[config.mk]
export PLATFORM = sky130hd
export DESIGN_NAME = param_piso_serializer
export DESIGN_NICKNAME = d
export VERILOG_FILES = /design/src/rtl/param_piso_serializer_pkg.sv /design/src/rtl/frame_bit_counter.sv /design/src/rtl/param_piso_serializer.sv
export SDC_FILE = /design/constraint.sdc
export NUM_CORES = 1
export LEC_CHECK = 0
export ABC_CLOCK_PERIOD_IN_PS = 2400
export CAP_MARGIN = 20
export CORE_MARGIN = 2
export CORE_UTILIZATION = 40
export CTS_CLUSTER_SIZE = 30
export DETAILED_ROUTE_END_ITERATION = 12
export GPL_TIMING_DRIVEN = 0
export PLACE_DENSITY = 0.83
export SYNTH_ARGS = -nofsm -noshare
export SYNTH_HDL_FRONTEND = slang
export SYNTH_HIERARCHICAL = 1
export SYNTH_SLANG_ARGS = --single-unit
[constraint.sdc]
create_clock -name clk -period 2.4 [get_ports clk]
set_input_delay 0.24 -clock clk [delete_from_list [all_inputs] [get_ports clk]]
set_output_delay 0.24 -clock clk [all_outputs]
set_load 0.005 [all_outputs]
[src/rtl/param_piso_serializer_pkg.sv]
// Purpose: shared frame-FSM state encoding and a width helper for the serializer family.
// Latency: none (types and compile-time function only).
// Backpressure: not applicable.
package param_piso_serializer_pkg;

  typedef enum logic {
    ST_IDLE  = 1'b0,
    ST_SHIFT = 1'b1
  } frameState_t;

  // Bits needed to hold values 0..value-1; callers pass count+1 to hold 0..count.
  function automatic int clog2(input int value);
    int result;
    result = 0;
    while ((1 << result) < value) begin
      result++;
    end
    return result;
  endfunction

endpackage

[src/rtl/frame_bit_counter.sv]
// Purpose: down-counter of bits remaining in a frame, with parallel load and last-bit flag.
// Latency: load/decrement take effect at the next clk edge; isLast is combinational from count.
// Backpressure: none; decrement is simply held off while dec is low and saturates at zero.
module frame_bit_counter
  import param_piso_serializer_pkg::*;
#(
  parameter int MAX_COUNT = 8,
  localparam int CNT_W    = clog2(MAX_COUNT + 1)
) (
  input  logic             clk,
  input  logic             rst,
  input  logic             load,
  input  logic [CNT_W-1:0] loadValue,
  input  logic             dec,
  output logic [CNT_W-1:0] count,
  output logic             isLast
);

  // Load wins over decrement so a back-to-back frame restarts the count cleanly.
  always_ff @(posedge clk) begin
    if (rst) begin
      count <= '0;
    end else if (load) begin
      count <= loadValue;
    end else if (dec && (count != '0)) begin
      count <= count - CNT_W'(1);
    end
  end

  assign isLast = (count == CNT_W'(1));

endmodule

[src/rtl/param_piso_serializer.sv]
// Purpose: WIDTH-bit parallel-in/serial-out shifter with simultaneous serial capture and framing.
// Latency: first bit on shift_out the cycle after load accept; done one cycle after the last shift edge.
// Backpressure: load_ready only in IDLE or on the last-bit edge (shift_en high); shift_en gaps hold the frame.
module param_piso_serializer
  import param_piso_serializer_pkg::*;
#(
  parameter int  WIDTH     = 8,
  parameter bit  MSB_FIRST = 1'b1,
  localparam int CNT_W     = clog2(WIDTH + 1)
) (
  input  logic             clk,
  input  logic             rst,
  input  logic [WIDTH-1:0] par_in,
  input  logic             load_valid,
  output logic             load_ready,
  input  logic             shift_en,
  input  logic             shift_in,
  output logic             shift_out,
  output logic             shift_valid,
  output logic             busy,
  output logic             done,
  output logic [CNT_W-1:0] bits_left,
  output logic [WIDTH-1:0] reg_content
);

  frameState_t      state;
  frameState_t      stateNext;
  logic [WIDTH-1:0] shiftReg;
  logic [WIDTH-1:0] shiftNext;
  logic             isLast;
  logic             inShift;
  logic             doShift;
  logic             lastEdge;
  logic             acceptLoad;

  assign inShift    = (state == ST_SHIFT);
  assign doShift    = inShift && shift_en;
  assign lastEdge   = doShift && isLast;
  assign acceptLoad = load_valid && load_ready;

  // On a back-to-back load the counter reloads instead of stepping down to zero.
  frame_bit_counter #(
    .MAX_COUNT (WIDTH)
  ) u_bitCounter (
    .clk       (clk),
    .rst       (rst),
    .load      (acceptLoad),
    .loadValue (CNT_W'(WIDTH)),
    .dec       (doShift && !acceptLoad),
    .count     (bits_left),
    .isLast    (isLast)
  );

  // Frame FSM: next state and load_ready; ready in SHIFT only on the final bit tick.
  always_comb begin
    stateNext  = state;
    load_ready = 1'b0;
    case (state)
      ST_IDLE: begin
        load_ready = 1'b1;
        if (load_valid) begin
          stateNext = ST_SHIFT;
        end
      end
      ST_SHIFT: begin
        load_ready = lastEdge;
        if (lastEdge && !load_valid) begin
          stateNext = ST_IDLE;
        end
      end
      default: begin
        stateNext = ST_IDLE;
      end
    endcase
  end

  // Shift datapath: a new word replaces the register (dropping the last capture), else shift on tick.
  always_comb begin
    shiftNext = shiftReg;
    if (acceptLoad) begin
      shiftNext = par_in;
    end else if (doShift) begin
      if (MSB_FIRST) begin
        shiftNext = {shiftReg[WIDTH-2:0], shift_in};
      end else begin
        shiftNext = {shift_in, shiftReg[WIDTH-1:1]};
      end
    end
  end

  // State, shift register and the one-cycle done pulse.
  always_ff @(posedge clk) begin
    if (rst) begin
      state    <= ST_IDLE;
      shiftReg <= '0;
      done     <= 1'b0;
    end else begin
      state    <= stateNext;
      shiftReg <= shiftNext;
      done     <= lastEdge;
    end
  end

  assign busy        = inShift;
  assign shift_valid = inShift;
  assign shift_out   = MSB_FIRST ? shiftReg[WIDTH-1] : shiftReg[0];
  assign reg_content = shiftReg;

endmodule

### After elaboration in Yosys (flattened, before gate mapping)

Index checks and enable logic that the tools add are counted.

* flip-flop bits (word level): 14
* bits of input ports: 13
* output and inout port bits: 17
* word-level logic and storage cells: 28

* add/sub/neg operators: 1
* equal/unequal tests: 1
* muxes and demuxes: 8
* bitwise operators: 1
* reductions and logical operators: 12

Operators by type and width (number)
* 8-bit 2-to-1 mux: 2
* 4-bit 2-to-1 mux: 2
* 1-bit logical AND: 6
* 4-bit by 1-bit == test with 1-bit output, second input constant: 1
* 1-bit one-hot mux with 2 select lines: 2
* 2-bit nonzero test: 2
* 4-bit nonzero test: 1
* 4-bit by 1-bit subtractor with 4-bit output, second input constant: 1
* 1-bit zero test: 2
* 1-bit 2-to-1 mux: 2
* 2-bit OR reduction: 1
* 1-bit inverter: 1

### Logic depth before layout (Yosys ltp)

Gate-level depths: netlist (run 1).

* word-level depth: 9
* depth in mapped cells: 9
* depth with buffers taken out: 8

### Cells and area by module

Netlist (run 1), hierarchy kept.

By module, submodules not included
* param_piso_serializer: times used 1, cells an instance 68, area each 593.1 µm², seq. area each 200.2 µm²
* frame_bit_counter: times used 1, cells an instance 33, area each 286.5 µm², seq. area each 80.1 µm²

### Worst setup path after synthesis (run 1)

Ideal clock, no wire load.

* path kind: reg-to-reg
* start point: reg u_bitCounter.count[1]
* end point: reg u_bitCounter.count[0]
* setup time: 0.127 ns
* data arrival time: 2.169 ns
* data required time: 2.273 ns
* path slack: 0.104 ns
* stages on the path, launching flop included: 10
* buffers on the path: 1
* clock period less this slack: 2.296 ns
* path through: dfxtp_1 > inv_1 > ha_1 > nor3b_1 > a21boi_0 > nor2b_1 > clkbuf_1 > nor3_1 > and3_1 > or3_1

* cells in the longest elaborated chain, start to end: 7
* elaborated cells on any way between the ends: 9
* those cells by class: eq/ne (1); mux (1); reduce/logical (7)

Ends and longest elaborated chain
* from (decl): RTL line frame_bit_counter.sv:15 `output logic [CNT_W-1:0] count,`
* from (signal assigned): RTL line frame_bit_counter.sv:24 `count <= loadValue;`
* from (signal assigned): RTL line frame_bit_counter.sv:26 `count <= count - CNT_W'(1);`
* 4-bit by 1-bit == test with 1-bit output (*): RTL line frame_bit_counter.sv:30 `assign isLast = (count == CNT_W'(1));`
* named net isLast: RTL line param_piso_serializer.sv:30 `logic isLast;`
* 1-bit logical AND (*): RTL line param_piso_serializer.sv:38 `assign lastEdge = doShift && isLast;`
* 1-bit one-hot mux with 2 select lines (*): RTL line param_piso_serializer.sv:58 `case (state)`
* 1-bit logical AND (*): RTL line param_piso_serializer.sv:39 `assign acceptLoad = load_valid && load_ready;`
* named net acceptLoad: RTL line param_piso_serializer.sv:34 `logic acceptLoad;`
* 1-bit zero test: RTL line param_piso_serializer.sv:49 `.dec (doShift && !acceptLoad),`
* 1-bit logical AND: RTL line param_piso_serializer.sv:49
* 1-bit logical AND: RTL line frame_bit_counter.sv:25 `end else if (dec && (count != '0)) begin`

The timed path passes the listed nets; every way through them passes the cells marked *.
A chain may end at the register's enable or synchronous reset.

### Final worst setup path (run 1)

Same ends and word-level chain as after synthesis.

==> results of run 1 <==
==> final timing paths <==
check                                      from                                  to  slack (ns)  cells after the start
max          u_bitCounter/count[1]$_SDFFE_PP0P_  u_bitCounter/count[0]$_SDFFE_PP0P_        0.20                      9
min                 reg_content[2]$_SDFFE_PP0P_         reg_content[2]$_SDFFE_PP0P_        0.53                      2
max reg2reg  u_bitCounter/count[1]$_SDFFE_PP0P_  u_bitCounter/count[0]$_SDFFE_PP0P_        0.20                      9
min reg2reg         reg_content[2]$_SDFFE_PP0P_         reg_content[2]$_SDFFE_PP0P_        0.53                      2
==> state kept, by name, indices dropped and copies added, names as in the netlist <==
name and count:
reg_content 8, busy 1, done 1, u_bitCounter/count 4
==> synth_stat cells, types with 2 or more instances <==
library cell and n:
sky130_fd_sc_hd__buf_4 3, sky130_fd_sc_hd__nand2b_1 9, sky130_fd_sc_hd__clkbuf_1 3, sky130_fd_sc_hd__nor3_1 4
sky130_fd_sc_hd__dfxtp_1 14, sky130_fd_sc_hd__and4b_1 2, sky130_fd_sc_hd__inv_1 4, sky130_fd_sc_hd__a2111oi_1 7
sky130_fd_sc_hd__nand2_1 3, sky130_fd_sc_hd__ha_1 2, sky130_fd_sc_hd__conb_1 2, sky130_fd_sc_hd__mux2i_1 8
sky130_fd_sc_hd__nor2_1 20, sky130_fd_sc_hd__a2111oi_2 3, sky130_fd_sc_hd__nor2b_1 3
==> layer usage <==
layer | up-vias | track usage, % | part of all wire, %
li1 | 426 | - | -
met1 | 378 | 21.7 | 48
met2 | 29 | 27.4 | 46
met3 | 2 | 4.68 | 5.4
met4 | 0 | 6.31 | 0.44
met5 | - | 0 | 0
==> report_power, final <==
group	switching [mW]	internal (mW)
logic	0.0844	0.117
clock network	0.0818	0.0925
registers	0.0208	0.254
total	0.187	0.463
==> cell type report <==
class,instances,share of cell area [%]
multi-input combinational,78,44.8
timing repair buffer,29,23.0
sequential,14,22.2
buffer,7,3.18
clock buffer,4,2.88
tap,27,2.68
inverter,4,1.19
==> metrics by stage <==
stage          utilization (%)  cells
3_5_place_dp              59.9    159
5_1_grt                   62.3    163
4_1_cts                   62.0    163
6_report                  62.3    163
3_3_place_gp              59.9    159
2_1_floorplan                -    103
==> logic make-up (layout without fill, tap and decap cells) <==
kind of cell             count (synthesis)  in the layout  synth area share [%]
AO/OA/AOI/OAI                           15             15                  17.9
buffers and inverters                   11             44                  6.12
other                                    2              4                 0.854
flip-flops                              14             14                  31.9
adder cells (fa/ha/maj)                  2              2                  2.84
multiplexers                             9              9                  10.8
AND/OR/NAND/NOR                         48             48                  29.6
==> worst register-to-register path, delay by kind of cell (launching register included) <==
family	cells	cell delay [ns]
adders and majority gates	1	0.17
and+or+nand+nor	5	1.05
buffers and inverters	2	0.35
AOI/OAI and AO/OA	1	0.18
DFF	1	0.33
==> repair_timing <==
action	CTS	global route
pin swaps	0	0
gates resized for setup	2	1
endpoints found under the setup margin	3	1
==> parameters.txt, run 1 <==
Parameter                              Value

Status
  Result of the run    complete, no violations

Logic synthesis
  Post-Synthesis Mean Instance Area    8.71 sq um
  Most common flop cell mapped by yosys    sky130_fd_sc_hd__dfxtp_1
  Register bit count reported by yosys    14
  Instance count of the mapped netlist    101
  Share of the yosys chip area belonging to registers    31.9%
  Cell types occupying the most area after synthesis    sky130_fd_sc_hd__dfxtp_1, sky130_fd_sc_hd__mux2i_1, sky130_fd_sc_hd__nor2_1
  Unique masters post-synth    29
  Dominant cell type by area after synthesis    sky130_fd_sc_hd__dfxtp_1
  Number of warnings reported in the yosys synthesis log    6
  Async set-or-reset flop fraction in the synthesized netlist    0%
  Number of synthesized flops with an enable pin    0
  Share of the synthesized area in the top cell type    31.9%
  Netlist area before placement    880 sq um

Timing
  RSZ-0062 raised after global routing    no
  Number of max-slew violations in the final report    0
  Worst clock skew on the final layout    0.00660 ns
  Post-route fraction of the period consumed by the critical path    91.6%
  Setup Total Neg Slack    0 ns
  Post-layout min period    2.20 ns
  Setup WS post-layout    0.201 ns
  Highest attainable clock frequency    455 MHz
  Final count of negative-setup-slack endpoints    0
  Final-report hold violation count    0
  Min Hold Slack    0.526 ns
  Worst Tran Pin Value    0.516 ns
  Worst slew margin relative to its limit    65.6%

CTS
  Clock sink total    14
  H-tree depth reported by CTS    1
  CTS Buf Count    3
  Worst-path clk slew    0.09 ns
  Longest Clk Path Bufs    2
  Number of hold buffers added after CTS    0
  Clock root buffer    sky130_fd_sc_hd__clkbuf_4
  TritonCTS clock tree    built
  Insertion delay of the later-clocked pin in the worst-skew pair    0.29 ns
  Count of buffers added by post-CTS timing repair for setup    0

Pwr
  Post-layout total power    0.650 mW
  Power density of the placed cells    516 nW/um^2
  Static Leakage    0.550 nW
  Maximum vdd ir drop    0.000343 V

Route
  DRC    0
  Initial DRC Count    10
  Count of vias placed by the detailed router    835
  Post-detailed-route wirelength per cell    12.6 um
  First-pass detailed-route iteration total    4
  Via density per instance    5.12
  Post-detailed-route count of antenna-violating nets    0
  Final wirelength    2060 um

Cells and area
  Commonest cells after routing, fill and taps aside    sky130_fd_sc_hd__clkdlybuf4s50_1, sky130_fd_sc_hd__nor2_1, sky130_fd_sc_hd__dfxtp_1, sky130_fd_sc_hd__nand2b_1, sky130_fd_sc_hd__mux2i_1
  Layout cells sized above 1    12.5%
  Area taken by multi-input logic gates    564 sq um
  Net count, final    152
  Layout Cell Area excl Fill    1260 sq um
  FF+latch area    280 sq um
  Layout area overhead    43.2%
  Diodes inserted    0
  Fill cell total of the finished layout    188
  Most common cell after layout, fill and taps aside    sky130_fd_sc_hd__clkdlybuf4s50_1

Worst hold path
  Classification of the worst-slack hold path    reg2reg

Critical path
  Buffering stage count on the worst path with inverters included    2
  CP Cell Sequence    inv_1 -> ha_1 -> nor3b_4 -> a21boi_0 -> nor2b_1 -> clkbuf_2 -> nor3_1 -> and3_1 -> or3_1
  Max stage delay on crit path    0.34 ns
  Arrival time of data at the critical path endpoint    2.38 ns
  Max Fanout on Critical Path    10
  Crit path max-delay cell type    sky130_fd_sc_hd__or3_1
  Worst setup path class    reg2reg
  Startpoint type of the worst setup path    flop
  CP Capture Type    flop
  Largest delay contributor family on the critical path    simple AND/OR/NAND/NOR gates
  Worst path required time    2.58 ns

Die
  Die extent in x    50.9 um
  Die Span Y    50.9 um
  Area of the die    2590 sq um
  Starting Density    43.5%
  Core footprint    2020 sq um
  Row Count    16
  Count of boundary I/O pins    30

Global route
  Global-route wire length before repair    3360 um
  Total global routing track utilization    17.0%
  Largest net degree at the start of global routing    11
  Number of antenna violations at the first check in global routing    0
  Overflow after GRT    0
  Via count of the first global-routing pass    752

Place
  Post-DP HPWL    1470 um
  Number of buffer cells added on primary ports    29
  Post-placement setup slack    -0.229 ns
  Placed instance area    1210 sq um
  Final weighted congestion of routability-driven global placement    0.760

Job
  Max Cap Viol    0
Note: power is estimated with default switching activity, not from simulation.
==> run 2, diff against run 1 <==
--- a/config.mk
+++ b/config.mk
@@ -8,11 +8,12 @@
 export ABC_CLOCK_PERIOD_IN_PS = 2400
 export CAP_MARGIN = 20
 export CORE_MARGIN = 2
-export CORE_UTILIZATION = 40
-export CTS_CLUSTER_SIZE = 30
+export CORE_UTILIZATION = 42
+export CTS_BUF_LIST = sky130_fd_sc_hd__clkbuf_8
 export DETAILED_ROUTE_END_ITERATION = 12
 export GPL_TIMING_DRIVEN = 0
-export PLACE_DENSITY = 0.83
+export MAX_ROUTING_LAYER = met4
+export PLACE_DENSITY = 0.86
 export SYNTH_ARGS = -nofsm -noshare
 export SYNTH_HDL_FRONTEND = slang
 export SYNTH_HIERARCHICAL = 1
==> run 2 against run 1 <==
  * Sequential share of layout area down 0.088 points
  * Critical path depth stayed put
  * Non-clock buffer count unchanged
  * Largest cell class unchanged
  * Highest routed layer unchanged
  * Combinational power about the same
  * Global-route usage increased by 1.4 points
  * Total power grew 2.0%
  * Count of clock-buffer cells in the layout fell by 1
  * Via count unchanged
  * Design area grew 0.40%
  * Wire length decreased by 1.7%
  * Core utilization up 2.2 points
==> parameters.txt, run 2 (synthesis results as in run 1) <==
Parameter                              Value

Critical path
  Max Fanout on Critical Path    10 (unchanged)
  Worst path required time    2.52 ns (was 2.58 ns)
  R2r worst-path depth    9 (unchanged)
  Max stage delay on crit path    0.33 ns (was 0.34 ns)
  CP Cell Sequence    inv_1 -> ha_1 -> nor3b_4 -> a21boi_0 -> nor2b_1 -> clkbuf_2 -> nor3_1 -> and3_1 -> or3_1 (unchanged)
  Worst setup path class    reg2reg (unchanged)
  Register-to-Register Setup Slack    0.17 ns (was 0.20 ns)
  Crit path max-delay cell type    sky130_fd_sc_hd__dfxtp_1 (was sky130_fd_sc_hd__or3_1)
  Arrival time of data at the critical path endpoint    2.36 ns (was 2.38 ns)
  Endpoint of the lowest-slack register-to-register path    u_bitCounter/count[0]$_SDFFE_PP0P_ (unchanged)
  CP Capture Type    flop (unchanged)
  Startpoint type of the worst setup path    flop (unchanged)
  Critical register-to-register path startpoint    u_bitCounter/count[1]$_SDFFE_PP0P_ (unchanged)

Timing
  Highest attainable clock frequency    448 MHz (was 455 MHz)
  RSZ-0062 raised after global routing    no (unchanged)
  Final-report hold violation count    0 (unchanged)
  Post-route fraction of the period consumed by the critical path    93.0% (was 91.6%)
  Final count of negative-setup-slack endpoints    0 (unchanged)
  Number of max-slew violations in the final report    0 (unchanged)
  Worst clock skew on the final layout    0.00200 ns (was 0.00660 ns)
  Setup WS post-layout    0.169 ns (was 0.201 ns)
  Post-layout min period    2.23 ns (was 2.20 ns)

Pwr
  Static Leakage    0.551 nW (was 0.550 nW)
  Maximum vdd ir drop    0.000280 V (was 0.000343 V)
  Power density of the placed cells    524 nW/um^2 (was 516 nW/um^2)

Route
  Initial DRC Count    11 (was 10)
  First-pass detailed-route iteration total    4 (unchanged)
  Post-detailed-route wirelength per cell    12.5 um (was 12.6 um)
  Final wirelength    2030 um (was 2060 um)
  Via density per instance    5.15 (was 5.12)
  Count of vias placed by the detailed router    835 (unchanged)
  DRC    0 (unchanged)
  Post-detailed-route count of antenna-violating nets    0 (unchanged)

Cells and area
  Net count, final    152 (unchanged)
  Layout Cell Area excl Fill    1260 sq um (about the same)
  Utilization after layout    64.5% (was 62.3%)
  Most common cell after layout, fill and taps aside    sky130_fd_sc_hd__clkdlybuf4s50_1 (unchanged)
  Diodes inserted    0 (unchanged)
  Area taken by multi-input logic gates    564 sq um (unchanged)
  Layout cells sized above 1    11.9% (was 12.5%)
  Fill cell total of the finished layout    182 (was 188)
  Commonest cells after routing, fill and taps aside    sky130_fd_sc_hd__clkdlybuf4s50_1, sky130_fd_sc_hd__nor2_1, sky130_fd_sc_hd__dfxtp_1, sky130_fd_sc_hd__nand2b_1, sky130_fd_sc_hd__mux2i_1 (unchanged)
  Max reg flops    8 (unchanged)
  Layout area overhead    43.8% (was 43.2%)
  Number of standard cells in the layout, taps in and fillers out    162 (was 163)
  FF+latch area    280 sq um (unchanged)

CTS
  Insertion delay of the later-clocked pin in the worst-skew pair    0.24 ns (was 0.29 ns)
  Longest Clk Path Bufs    2 (unchanged)
  CTS Buf Count    3 (unchanged)
  H-tree depth reported by CTS    1 (unchanged)
  Count of buffers added by post-CTS timing repair for setup    0 (unchanged)
  Worst-path clk slew    0.05 ns (was 0.09 ns)
  Clock sink total    14 (unchanged)
  TritonCTS clock tree    built (unchanged)
  Number of hold buffers added after CTS    0 (unchanged)
  Clock root buffer    sky130_fd_sc_hd__clkbuf_8 (was sky130_fd_sc_hd__clkbuf_4)

Place
  Post-placement setup slack    -0.184 ns (was -0.229 ns)
  Final weighted congestion of routability-driven global placement    0.759 (was 0.760)
  Number of buffer cells added on primary ports    29 (unchanged)
  Post-DP HPWL    1510 um (was 1470 um)
  Total placed cells including tap cells    159 (unchanged)
  Placed instance area    1210 sq um (unchanged)

Die
  Count of boundary I/O pins    30 (unchanged)
  Area of the die    2480 sq um (was 2590 sq um)
  Row Count    16 (unchanged)
  Die extent in x    49.8 um (was 50.9 um)
  Starting Density    44.8% (was 43.5%)
  Core footprint    1960 sq um (was 2020 sq um)
  Die Span Y    49.8 um (was 50.9 um)

Global route
  Total global routing track utilization    18.4% (was 17.0%)
  Number of antenna violations at the first check in global routing    0 (unchanged)
  Global-route wire length before repair    3450 um (was 3360 um)
  Largest net degree at the start of global routing    11 (unchanged)
  Via count of the first global-routing pass    762 (was 752)
  Overflow after GRT    0 (unchanged)

Worst hold path
  Hold Startpoint    reg_content[6]$_SDFFE_PP0P_ (was reg_content[2]$_SDFFE_PP0P_)
  Depth of the worst hold-timing path    2 (unchanged)
  Classification of the worst-slack hold path    reg2reg (unchanged)
  Hold-critical path endpoint    reg_content[6]$_SDFFE_PP0P_ (was reg_content[2]$_SDFFE_PP0P_)

Job
  Max Cap Viol    0 (unchanged)

Status
  Result of the run    complete, no violations (unchanged)
==> run 2: cell count changes in the layout (fill, tap and decap cells not counted) <==
| cell | previous run | this run |
|---|---|---|
| sky130_fd_sc_hd__clkbuf_8 | 1 | 3 |
| sky130_fd_sc_hd__clkbuf_4 | 3 | 0 |
==> run 2: how the worst max path moves through the flow <==
| stage | to | slack, ns | startpoint | depth (start not counted) |
|---|---|---|---|---|
| 6_report | u_bitCounter/count[0]$_SDFFE_PP0P_ | 0.17 | u_bitCounter/count[1]$_SDFFE_PP0P_ | 9 |
| 3_3_place_gp | u_bitCounter/count[0]$_SDFFE_PP0P_ | -0.12 | u_bitCounter/count[1]$_SDFFE_PP0P_ | 9 |
| 4_1_cts | u_bitCounter/count[0]$_SDFFE_PP0P_ | 0.12 | u_bitCounter/count[1]$_SDFFE_PP0P_ | 9 |
| 3_5_place_dp | u_bitCounter/count[0]$_SDFFE_PP0P_ | -0.18 | u_bitCounter/count[1]$_SDFFE_PP0P_ | 9 |
| 5_1_grt | u_bitCounter/count[0]$_SDFFE_PP0P_ | 0.02 | u_bitCounter/count[1]$_SDFFE_PP0P_ | 9 |
| 2_1_floorplan | u_bitCounter/count[0]$_SDFFE_PP0P_ | 0.10 | u_bitCounter/count[1]$_SDFFE_PP0P_ | 9 |
==> run 2: worst max-delay path, delay by kind of cell (launching register included) <==
kind | cells | cell delay [ns]
simple gates | 5 | 1.05
fa+ha+maj | 1 | 0.17
compound gates | 1 | 0.20
flops | 1 | 0.33
buf+inv | 2 | 0.38
==> run 2: layer usage <==
metal  wire length (um)  up-vias  global-route usage (%)
li1                   -      424                       -
met1                892      388                    21.7
met2               1020       21                    30.9
met3                102        2                    3.64
met4                  8        0                    6.94
met5                  0        -                       -
==> run 2: repair_timing <==
action | 4_1_cts | 5_1_grt
endpoints found under the hold margin | 0 | 0
gates resized for setup | 2 | 1
setup endpoints to repair | 4 | 1
==> run 2: area by class of cell <==
type | instances | share of cell area (%)
Inverter | 4 | 1.19
Multi-Input combinational cell | 78 | 44.6
Clock buffer | 3 | 3.26
Buffer | 7 | 3.17
Sequential cell | 14 | 22.2
Timing Repair Buffer | 29 | 22.9
Tap cell | 27 | 2.67
==> run 2: per-stage QoR <==
stage	TNS, ns	total power, mW	hold slack [ns]
after CTS	0	0.670	0.521
after global routing	0	0.702	0.543
final	0	0.662	0.517
after detailed placement	-0.231	0.477	0.513
after global placement	-0.121	0.470	0.504
after floorplan	0	0.381	0.319
==> run 2: power by group <==
part	internal, mW	leakage (nW)	switching (mW)
clock network	0.111	0.0216	0.0753
registers	0.254	0.116	0.0206
logic	0.117	0.413	0.0850
==> run 3, diff against run 2 <==
--- a/config.mk
+++ b/config.mk
@@ -10,6 +10,7 @@
 export CORE_MARGIN = 2
 export CORE_UTILIZATION = 42
 export CTS_BUF_LIST = sky130_fd_sc_hd__clkbuf_8
+export CTS_CLUSTER_DIAMETER = 60
 export DETAILED_ROUTE_END_ITERATION = 12
 export GPL_TIMING_DRIVEN = 0
 export MAX_ROUTING_LAYER = met4
==> results of run 3 <==
No change in the layout: final DEF, timing and power equal those of run 2.
